[src/rtl/fetch_sequencer_pkg.sv]
// fetch_sequencer_pkg: state encoding and reset vector shared by the fetch sequencer, PC register and benches.
package fetch_sequencer_pkg;
  typedef enum logic [1:0] {
    IDLE  = 2'd0,
    FETCH = 2'd1,
    VALID = 2'd2,
    KILL  = 2'd3
  } state_e;
  localparam logic [31:0] RESET_VECTOR = 32'h0040_0000;
endpackage

[src/rtl/fetch_sequencer.sv]
// fetch_sequencer: one-outstanding instruction fetch controller driving the PC register,
// instruction memory and a valid/ready handshake to decode, with redirect and halt.
module fetch_sequencer
  import fetch_sequencer_pkg::*;
#(
  parameter int ADDR_W  = 32,
  parameter int PC_STEP = 4
) (
  input  logic              clk_i,
  input  logic              rst_ni,
  input  logic [ADDR_W-1:0] pc_i,
  output logic              pc_wen_o,
  output logic [ADDR_W-1:0] pc_next_o,
  output logic              imem_req_o,
  output logic [ADDR_W-1:0] imem_addr_o,
  input  logic              imem_ack_i,
  input  logic [31:0]       imem_rdata_i,
  output logic              instr_valid_o,
  input  logic              instr_ready_i,
  output logic [31:0]       instr_o,
  output logic [ADDR_W-1:0] instr_pc_o,
  input  logic              redirect_i,
  input  logic [ADDR_W-1:0] redirect_pc_i,
  input  logic              halt_i
);
  state_e            state_q;
  logic [ADDR_W-1:0] fetch_addr_q;
  logic [ADDR_W-1:0] instr_pc_q;
  logic [31:0]       instr_q;
  always_ff @(posedge clk_i or negedge rst_ni) begin
    if (!rst_ni) begin
      state_q      <= IDLE;
      fetch_addr_q <= '0;
      instr_pc_q   <= '0;
      instr_q      <= '0;
    end else begin
      case (state_q)
        IDLE:
          if (!redirect_i && !halt_i) begin
            fetch_addr_q <= pc_i;
            state_q      <= FETCH;
          end
        FETCH:
          if (redirect_i) state_q <= imem_ack_i ? IDLE : KILL;
          else if (imem_ack_i) begin
            instr_q    <= imem_rdata_i;
            instr_pc_q <= fetch_addr_q;
            state_q    <= VALID;
          end
        VALID:
          if (redirect_i) state_q <= IDLE;
          else if (instr_ready_i && !halt_i) begin
            fetch_addr_q <= pc_i;
            state_q      <= FETCH;
          end else if (instr_ready_i) state_q <= IDLE;
        KILL:
          if (imem_ack_i) state_q <= IDLE;
      endcase
    end
  end
  // A redirect always wins the PC write; otherwise only a completed fetch advances it.
  always_comb begin
    pc_wen_o   = redirect_i || (state_q == FETCH && imem_ack_i);
    pc_next_o  = redirect_i ? {redirect_pc_i[ADDR_W-1:2], 2'b00} : fetch_addr_q + ADDR_W'(PC_STEP);
    imem_req_o = state_q == FETCH || state_q == KILL;
  end
  assign imem_addr_o   = fetch_addr_q;
  assign instr_valid_o = state_q == VALID;
  assign instr_o       = instr_q;
  assign instr_pc_o    = instr_pc_q;
endmodule

[config.mk]
export PLATFORM = sky130hd
export DESIGN_NAME = fetch_sequencer
export DESIGN_NICKNAME = d
export VERILOG_FILES = /design/src/rtl/fetch_sequencer_pkg.sv /design/src/rtl/fetch_sequencer.sv
export SDC_FILE = /design/constraint.sdc
export NUM_CORES = 1
export LEC_CHECK = 0
export CORE_MARGIN = 2
export CORE_UTILIZATION = 40
export DETAILED_ROUTE_END_ITERATION = 12
export PLACE_DENSITY = 0.78
export SYNTH_ARGS = -nofsm -noshare
export SYNTH_HDL_FRONTEND = slang
export SYNTH_SLANG_ARGS = --single-unit
[constraint.sdc]
create_clock -name clk_i -period 2.49 [get_ports clk_i]
set_clock_uncertainty 0.1 [all_clocks]
set_input_delay 0.249 -clock clk_i [delete_from_list [all_inputs] [get_ports clk_i]]
set_output_delay 0.249 -clock clk_i [all_outputs]
set_load 0.02 [all_outputs]
==> summary.txt <==
Run status
  – Status: finished, violations left
  – Violated checks: negative setup slack

Yosys
  – Syn_nets: 488
  – Post-synthesis register bit count: 98
  – Yosys warnings: 0
  – Netlist cell types: 35
  – Synth Cell Area: 0.004621 mm²
  – Largest cells by area after synthesis: dfrtp_1 53%, mux2_2 24%, or4_1 2.1%, a31oi_1 2.0%, o21ai_0 1.9%
  – Sequential element share of the synthesized area: 53.07%
  – Mean post-synth cell area: 12.00 µm²
  – Area leader, netlist: dfrtp_1
  – Gate Count Post-Synth: 385
  – Post-synth top area share: 53.07%

Placement
  – Hpwl dp: 10860 µm
  – Placed Area: 0.007667 mm²
  – DP Worst Slack: -0.3768 ns
  – GPL Wtd Cong: 0.8268
  – Port Buf Inserts: 230

Cells and area
  – Design area: 0.008391 mm²
  – Layout Nets: 785
  – Multi-input logic area: 0.002435 mm²
  – Fillers: 798
  – Area growth, synth to finish: 81.59%
  – Number of antenna diodes: 0
  – Core Util, Final: 73.80%
  – Share of cells above drive strength 1: 39.30%
  – Sequential cell area: 0.002460 mm²

Power
  – Worst vdd ir: 0.5878 mV
  – Clock share of power: 15.5%
  – Net switching power: 0.002926 W
  – PwrDens: 959.1 mW/mm²
  – Leak pwr: 3.368 nW
  – Combinational power share: 52.6%
  – Sw Share: 36.35%
  – Internal: 0.005122 W
  – Seq pwr share: 31.9%

GRT
  – Initial antenna violation count: 0
  – GR Util met3: 6.532%
  – GRT overflow: 0
  – GRT Overall Usage: 23.82%
  – Met1 usage: 27.83%
  – Gr busiest metal: met2
  – Met2 Use GR: 41.54%
  – First-pass GRT wire length: 23590 µm
  – Pin count of the biggest net entering global routing: 48
  – Vias in the first global route: 4535

Job
  – Max-Cap Viols: 0

Drt
  – Antenna Nets Post-Route: 0
  – Avg Vias per Cell: 5.251
  – # DRC: 0
  – Drt first pass iters: 4
  – Routed via count: 4358
  – WL final: 15170 µm
  – Drt wl/cell: 18.27 µm
  – Initial DRC Count: 220

Floorplanning
  – Starting Density: 40.64%
  – Die height: 111.5 µm
  – Num rows: 39
  – Die area: 0.01243 mm²
  – Die Span X: 111.5 µm
  – Io pins: 233
  – Core Footprint: 0.01137 mm²

Clock network
  – CTS sink cnt: 98
  – H-tree depth: 3
  – Worst-skew pair later-pin latency: 0.34 ns
  – TritonCTS clock tree: done
  – TritonCTS buffer count: 9
  – Clk root buf: clkbuf_16
  – Clk buf depth: 2
  – Worst-path clk slew: 0.06 ns

Worst setup path
  – Critical path type: reg2out
  – CP startpoint kind: flop
  – CP Capture Type: output pin
  – Worst path required time: 2.14 ns
  – CP max FO: 4
  – Worst EP arrival: 2.42 ns

Timing
  – Slew HR: 58.97%
  – Worst setup margin: -0.2775 ns
  – Unrepaired setup endpoints after global routing: yes
  – Final number of max-transition violations: 0
  – Fmax achieved: 0.3613 GHz
  – Hold Fails Final Rpt: 0
  – Worst Tran Pin Value: 0.6155 ns
  – Setup violators final: 14
  – Fin crit period: 2.768 ns
  – Final Cycle Share: 111.1%

Min path
  – Worst min-delay path class: in2async
cells in the mapped netlist:
cell and number:
a22o_1 1, a31oi_1 15, and3_1 1, and3_2 1, and4_1 2, buf_2 2, buf_6 2, clkbuf_1 21
clkbuf_2 1, clkinv_1 1, dfrtp_1 98, ha_1 1, inv_1 6, mux2_2 97, nand2_1 23, nand2b_1 1
nand3_1 13, nand3_2 2, nand4_1 4, nand4_2 1, nor2_1 18, nor2b_1 2, nor3_1 3, nor4_1 4
o211ai_1 1, o21ai_0 18, o21ai_1 1, o31ai_1 12, or2_2 1, or3_1 5, or3_2 1, or4_1 13
or4_4 1, xnor2_1 9, xor2_1 3
what timing repair did:
action,in CTS,in global routing
resized for setup,126,53
hold buffers,1,0
setup endpoints to repair,25,22
pin swaps,27,15
gates cloned,3,0
buffers inserted,12,9
hold endpoints to repair,45,0
final cells by class:
class | instances | area share, %
timing repair buffer | 311 | 36.06
sequential | 98 | 29.32
multi-input combinational | 255 | 29.02
clock buffer | 12 | 2.818
tap | 143 | 2.132
clock inverter | 4 | 0.3430
inverter | 7 | 0.3132
registers in the layout, indices dropped and copies added, names as in the netlist:
signal and cells:
imem_addr_o 32, instr_o 32, instr_pc_o 32, state_q 2
per-stage QoR:
step	TNS (ns)	total power, W	hold WS [ns]	std cells
2_1_floorplan	0	0.004416	-0.1466	385
3_3_place_gp	-3.592	0.006541	0.1913	791
3_5_place_dp	-4.118	0.006643	0.1948	791
4_1_cts	-2.245	0.007998	0.3734	823
5_1_grt	-2.989	0.008451	0.4173	830
6_report	-2.102	0.008047	0.3565	830
power by group through the flow:
stage | clock network, W | logic, W | registers (W)
finish | 0.00125 | 0.00423 | 0.00257
global placement | 0 | 0.00400 | 0.00254
detailed placement | 0 | 0.00406 | 0.00259
CTS | 0.00129 | 0.00415 | 0.00256
global route | 0.00135 | 0.00445 | 0.00266
floorplan | 0 | 0.00102 | 0.00339
critical path, cell delays in order (launching register included):
cell and delay (ns):
dfrtp_2 0.39, ha_4 0.15, nand4_4 0.10, buf_6 0.14, or4_4 0.45, buf_4 0.17
o31ai_1 0.28, buf_4 0.17, a31oi_4 0.08, buf_6 0.14
worst paths after layout:
path	cells after the start	slack, ns	startpoint	endpoint
setup / recovery	9	-0.28	imem_addr_o[3]	pc_next_o[26]
hold / removal	2	0.36	rst_ni	instr_pc_o[26]
setup reg to reg	5	0.72	state_q[1]	instr_o[17]
hold reg to reg	1	0.41	instr_o[26]	instr_o[26]
max in group asynchronous	3	1.26	rst_ni	imem_addr_o[8]
min in group clk_i	1	0.41	instr_o[26]	instr_o[26]
kinds of logic after synthesis:
logic type	synth area share, %
simple gates	11.26
flops	53.07
fa+ha+maj	0.2707
buf+inv	3.087
compound gates	6.391
mux	23.64
xor+xnor	2.275
per-layer routing:
layer | vias up | wire [µm]
met1 | 2150 | 5779
met2 | 170 | 7745
met4 | 0 | 495
met5 | - | 0
li1 | 1999 | -
met3 | 39 | 1146
cell usage in the layout, fill, tap and decap left out, drive strengths merged:
cell type      Yosys  routed
or3                6       6
xnor2              9       9
clkdlybuf4s50      0     204
and3               2       2
nor2b              2       2
o31ai             12      12
clkdlybuf4s15      0       1
or4               14      15
o21ai             19      19
dfrtp             98      98
xor2               3       3
nor2              18      18
clkinvlp           0       2
nand2b             1       1
o211ai             1       1
clkinv             1       3
dlygate4sd3        0       1
bufbuf             0       1
mux2              97      97
and4               2       2
nor3               3       3
or2                1       1
clkbuf            22      16
inv                6       6
a22o               1       1
a31oi             15      15
nor4               4       4
nand4              5       5
dlygate4sd2        0       4
buf                4      96
nand3             15      15
ha                 1       1
nand2             23      23
Note: power is estimated with default switching activity, not from simulation.
